$ cat src/rtl/dmem_pkg.sv
// Shared encodings and helpers for the byte-banked data memory controller.
package dmem_pkg;

  localparam logic [2:0] F3_B  = 3'b000;
  localparam logic [2:0] F3_H  = 3'b001;
  localparam logic [2:0] F3_W  = 3'b010;
  localparam logic [2:0] F3_BU = 3'b100;
  localparam logic [2:0] F3_HU = 3'b101;

  typedef enum logic {
    ACC_LOAD  = 1'b0,
    ACC_STORE = 1'b1
  } acc_kind_e;

  // Byte lanes touched by an access of the given size at byte offset off.
  function automatic logic [3:0] lane_mask(input logic [2:0] f3, input logic [1:0] off);
    logic [3:0] m;
    m = 4'b0000;
    case (f3)
      F3_B, F3_BU: m = 4'(4'b0001 << off);
      F3_H, F3_HU: m = 4'(4'b0011 << off);
      F3_W:        m = 4'b1111;
      default:     m = 4'b0000;
    endcase
    return m;
  endfunction

  function automatic logic f3_illegal(input logic [2:0] f3);
    return (f3 == 3'b011) || (f3 == 3'b110) || (f3 == 3'b111);
  endfunction

endpackage

$ cat src/rtl/dmem_load_align.sv
// Extracts and sign/zero-extends the addressed byte/half/word from four byte lanes.
module dmem_load_align
  import dmem_pkg::*;
(
  input  logic [31:0] lanes_i,
  input  logic [2:0]  funct3_i,
  input  logic [1:0]  off_i,
  output logic [31:0] data_o
);

  logic [31:0] shifted;

  always_comb begin
    shifted = lanes_i >> {off_i, 3'b000};
    data_o  = 32'h0;
    case (funct3_i)
      F3_B:    data_o = {{24{shifted[7]}}, shifted[7:0]};
      F3_BU:   data_o = {24'h0, shifted[7:0]};
      F3_H:    data_o = {{16{shifted[15]}}, shifted[15:0]};
      F3_HU:   data_o = {16'h0, shifted[15:0]};
      F3_W:    data_o = lanes_i;
      default: data_o = 32'h0;
    endcase
  end

endmodule

$ cat src/rtl/dmem_ctrl.sv
// Single-outstanding CPU data-memory controller driving four external byte banks.
module dmem_ctrl
  import dmem_pkg::*;
#(
  parameter int unsigned DEPTH = 16384,
  parameter logic [31:0] BASE  = 32'h0000_0000,
  localparam int unsigned AW   = $clog2(DEPTH)
) (
  input  logic          clk,
  input  logic          rst_n,
  input  logic          req_valid,
  output logic          req_ready,
  input  logic          req_we,
  input  logic [2:0]    req_funct3,
  input  logic [31:0]   req_addr,
  input  logic [31:0]   req_wdata,
  output logic          rsp_valid,
  input  logic          rsp_ready,
  output logic [31:0]   rsp_rdata,
  output logic          rsp_err,
  output logic [4*AW-1:0] bank_addr,
  output logic [3:0]    bank_re,
  output logic [3:0]    bank_we,
  output logic [31:0]   bank_wdata,
  input  logic [31:0]   bank_rdata
);

  localparam logic [31:0] HI_MASK = ~((32'd1 << (AW + 2)) - 32'd1);

  logic [31:0] byte_a;
  logic [1:0]  off;
  logic [AW-1:0] word;
  logic        range_err, align_err, req_err, accept;
  logic [3:0]  lanes;
  logic [31:0] aligned;

  logic        rsp_valid_q, rsp_valid_d;
  acc_kind_e   kind_q, kind_d;
  logic [2:0]  f3_q, f3_d;
  logic [1:0]  off_q, off_d;
  logic        err_q, err_d;

  // Request decode; errors and reset suppress every bank enable.
  always_comb begin
    byte_a    = req_addr - BASE;
    off       = byte_a[1:0];
    word      = byte_a[AW+1:2];
    range_err = |(byte_a & HI_MASK);
    align_err = (((req_funct3 == F3_H) || (req_funct3 == F3_HU)) && off[0]) ||
                ((req_funct3 == F3_W) && (off != 2'b00));
    req_err   = range_err || align_err || f3_illegal(req_funct3);
    req_ready = !rsp_valid_q || rsp_ready;
    accept    = req_valid && req_ready;
    lanes     = (accept && !req_err && rst_n) ? lane_mask(req_funct3, off) : 4'b0000;
    bank_we   = req_we ? lanes : 4'b0000;
    bank_re   = req_we ? 4'b0000 : lanes;
    bank_addr = {4{word}};
    case (req_funct3[1:0])
      2'b00:   bank_wdata = {4{req_wdata[7:0]}};
      2'b01:   bank_wdata = {2{req_wdata[15:0]}};
      default: bank_wdata = req_wdata;
    endcase
  end

  always_comb begin
    rsp_valid_d = rsp_valid_q;
    kind_d      = kind_q;
    f3_d        = f3_q;
    off_d       = off_q;
    err_d       = err_q;
    if (accept) begin
      rsp_valid_d = 1'b1;
      kind_d      = req_we ? ACC_STORE : ACC_LOAD;
      f3_d        = req_funct3;
      off_d       = off;
      err_d       = req_err;
    end else if (rsp_ready) begin
      rsp_valid_d = 1'b0;
    end
  end

  always_ff @(posedge clk or negedge rst_n) begin
    if (!rst_n) begin
      rsp_valid_q <= 1'b0;
      kind_q      <= ACC_LOAD;
      f3_q        <= 3'b000;
      off_q       <= 2'b00;
      err_q       <= 1'b0;
    end else begin
      rsp_valid_q <= rsp_valid_d;
      kind_q      <= kind_d;
      f3_q        <= f3_d;
      off_q       <= off_d;
      err_q       <= err_d;
    end
  end

  dmem_load_align u_align (
    .lanes_i  (bank_rdata),
    .funct3_i (f3_q),
    .off_i    (off_q),
    .data_o   (aligned)
  );

  // Banks hold their read data while stalled, so the load result stays stable.
  assign rsp_valid = rsp_valid_q;
  assign rsp_err   = rsp_valid_q && err_q;
  assign rsp_rdata = (rsp_valid_q && (kind_q == ACC_LOAD) && !err_q) ? aligned : 32'h0;

endmodule
$ cat config.mk
export PLATFORM = sky130hd
export DESIGN_NAME = dmem_ctrl
export DESIGN_NICKNAME = d
export VERILOG_FILES = /design/src/rtl/dmem_pkg.sv /design/src/rtl/dmem_load_align.sv /design/src/rtl/dmem_ctrl.sv
export SDC_FILE = /design/constraint.sdc
export NUM_CORES = 1
export LEC_CHECK = 0
export CORE_ASPECT_RATIO = 0.5
export CORE_MARGIN = 4
export CORE_UTILIZATION = 31
export CTS_CLUSTER_DIAMETER = 60
export CTS_CLUSTER_SIZE = 40
export DETAILED_ROUTE_END_ITERATION = 12
export HOLD_SLACK_MARGIN = 0.03
export PLACE_DENSITY = 0.89
export RECOVER_POWER = 50
export SYNTH_ARGS = -nofsm -noshare
export SYNTH_HDL_FRONTEND = slang
export SYNTH_SLANG_ARGS = --single-unit
$ cat constraint.sdc
create_clock -name clk -period 4.6 [get_ports clk]
set_clock_uncertainty 0.15 [all_clocks]
set_input_delay 0.69 -clock clk [delete_from_list [all_inputs] [get_ports clk]]
set_output_delay 0.69 -clock clk [all_outputs]
set_load 0.02 [all_outputs]
==> results.tsv <==
stage	metric	value	unit
floorplan	row cnt	21	
floorplan	die area	0.008354	sq mm
detailed_routing	Avg WL per Cell	15.80	um
timing	Least-Margin Pin Slew	933.0	ps
finish	most common cell after layout, fill and taps aside	clkdlybuf4s50_1	
worst_setup_path	required time worst endpoint	3760	ps
global_route	largest net degree at the start of global routing	33	
synthesis	Synth area leader	buf_4	
detailed_routing	Remaining DRCs	0	
finish	most frequent cells in the layout	clkdlybuf4s50_1, nand2_1, a21oi_1	
worst_setup_path	Critical Setup Path Class	in2out	
timing	Slew Limit Fails	0	
cts	Clock Sinks	8	
worst_setup_path	Critical Path Source	req_addr[0]	
detailed_routing	antenna-violating nets left	0	
timing	slew margin rel.	37.80	%
synthesis	syn nets	404	
floorplan	starting density of the core	31.96	%
synthesis	Syn Std Cell Area	0.002133	sq mm
cts	H-tree depth	1	
placement	DP Wirelength	5949	um
global_route	gr ovfl total	0	
synthesis	yosys warns	0	
synthesis	Distinct cells, synth	30	
floorplan	CORE AREA	0.006674	sq mm
global_route	initial antenna violation count	0	
cts	Root Buffer	clkbuf_16	
finish	final core occ	51.41	%
global_route	first-pass GRT wire length	11540	um
cts	clk_lat worst skew	230	ps
detailed_routing	WL final	7582	um
detailed_routing	Detailed Route Iter0 Violations	64	
floorplan	die height	66.66	um
timing	RSZ-0062 raised after global routing	no	
placement	placed inst area	0.003356	sq mm
finish	Finished Cell Area	0.003431	sq mm
worst_setup_path	CP endpoint kind	primary output	
finish	layout net count	494	
worst_setup_path	crit path DAT	3150	ps
timing	final hold vios	0	
job	max cap viols	0	
cts	CTS tree	yes	
timing	final worst-path cycle share	86.67	%
worst_hold_path	min-delay src	kind_q$_DFFE_PN0P_	
pwr	Peak VDD IR	102.1	uV
synthesis	synthesis-stage register bit count	8	
worst_setup_path	critical path launch point type	primary input	
cts	Hold-fix buffers, CTS	0	
global_route	vias in the first global route	2382	
timing	Finish-stage setup viols	0	
worst_hold_path	Worst Hold Class	reg2reg	
cts	clk buf depth	2	
placement	Place WS	718.7	ps
timing	minimum clock period	3987	ps
cts	clock buffer count from CTS	3	
finish	synthesis-to-layout area growth	60.82	%
placement	GP Congestion	0.8104	
placement	IO buf count	164	
synthesis	Yosys top cell area share	22.52	%
detailed_routing	vias per std cell	5.063	
pwr	leak pwr	1.242	nW
synthesis	Synth Instances	300	
timing	Max Clock Freq	250.8	MHz
synthesis	Synth area leaders	buf_4, mux2_2, dfrtp_1	
pwr	pwr/cell area	188.8	mW/mm^2
cts	Gates resized, CTS repair	0	
synthesis	sequential element share of the synthesized area	9.384	%
run_status	status	completed	
floorplan	IO Count	235	
finish	share of layout cells above drive strength 1	7.990	%
worst_setup_path	CP max FO	6	
detailed_routing	drt first pass iters	4	
worst_setup_path	R2R depth	1	
global_route	gr usage total	16.66	%
worst_setup_path	Worst R2R Start	off_q[0]$_DFFE_PN0P_	
timing	Final TNS setup	0	ps
synthesis	Mean Syn Cell Area	7.111	sq um
finish	Ant. Diodes	0	
cts	Worst-path clk slew	40	ps
cts	Post-CTS Setup Inserts	0	
detailed_routing	via count	2430	
floorplan	Die X	125.3	um
worst_hold_path	hold depth	2	
timing	worst setup margin	613.2	ps
## worst paths after layout
check                                   endpoint  slack, ps
setup / recovery                      bank_we[0]        610
hold / removal                kind_q$_DFFE_PN0P_        330
setup reg to reg            off_q[0]$_DFFE_PN0P_       3130
hold reg to reg               kind_q$_DFFE_PN0P_        330
max in group asynchronous   off_q[0]$_DFFE_PN0P_       3340
min in group asynchronous  rsp_valid$_DFFE_PN0P_        680
## flip-flops by register name, summed over array words and instances, names as in the netlist
register,count
f3_q,3
off_q,2
err_q,1
kind_q,1
rsp_valid,1
## cells in the mapped netlist
master / count
nand2b_1: 4
nand4_1: 1
dfrtp_1: 8
nor3_1: 3
mux2_4: 1
a211o_1: 7
mux2_2: 20
clkinv_1: 1
or4_4: 1
nor3_2: 1
nand3_1: 5
nand2_1: 39
buf_4: 64
inv_1: 2
a22oi_1: 8
nor2_1: 15
o2bb2ai_1: 7
o41ai_1: 1
clkbuf_1: 10
o21bai_1: 1
nor4_1: 6
buf_6: 2
buf_1: 2
a21oi_1: 26
mux2i_1: 19
nor2b_1: 17
buf_2: 6
o21ai_0: 13
and2_1: 3
a32oi_1: 7
## worst max-delay path: stages
cell and delay [ps]:
dlygate4sd3_1 610, o41ai_1 340, nand3_1 170, nor4_1 510, nor2b_1 210, clkdlybuf4s50_1 620
## metal layers
metal	vias to the layer above	global-route usage, %	wire, um
met5	-	0	0
met4	0	3.514	47
met3	9	4.804	608
met2	123	30.28	3610
met1	1117	19.84	3315
li1	1181	-	-
## power breakdown
| group | leakage, nW | switching, mW | internal (mW) |
|---|---|---|---|
| Combinational | 1.11 | 0.187 | 0.210 |
| Sequential | 0.0933 | 0.0278 | 0.0796 |
| Clock | 0.0370 | 0.0314 | 0.112 |
| Total | 1.24 | 0.246 | 0.402 |
## through the flow
stage	std cells	power, mW	hold slack (ps)
final	480	0.6477	330.6
after global routing	480	0.6836	384.7
after CTS	480	0.6530	330.2
after detailed placement	477	0.5053	321.0
after global placement	477	0.5013	314.7
after floorplan	300	0.3878	244.4
## cell families (layout without fill, tap and decap cells)
| kind of cell | count (synthesis) | count (layout) | share of synthesized area, % |
|---|---|---|---|
| AND/OR/NAND/NOR | 95 | 95 | 21.47 |
| multiplexers | 40 | 40 | 20.18 |
| buffers and inverters | 87 | 175 | 27.62 |
| AO/OA/AOI/OAI | 70 | 70 | 21.35 |
| flip-flops | 8 | 8 | 9.384 |
## cell type report
type | instances | area, sq um
flip-flops and latches | 8 | 200.2
clock buffers | 3 | 75.07
repair buffers | 169 | 1679
well taps | 92 | 115.1
inverters | 3 | 11.26
multi-input cells | 205 | 1350
fillers | 617 | 3243
Power figures use the tool's default switching activity.
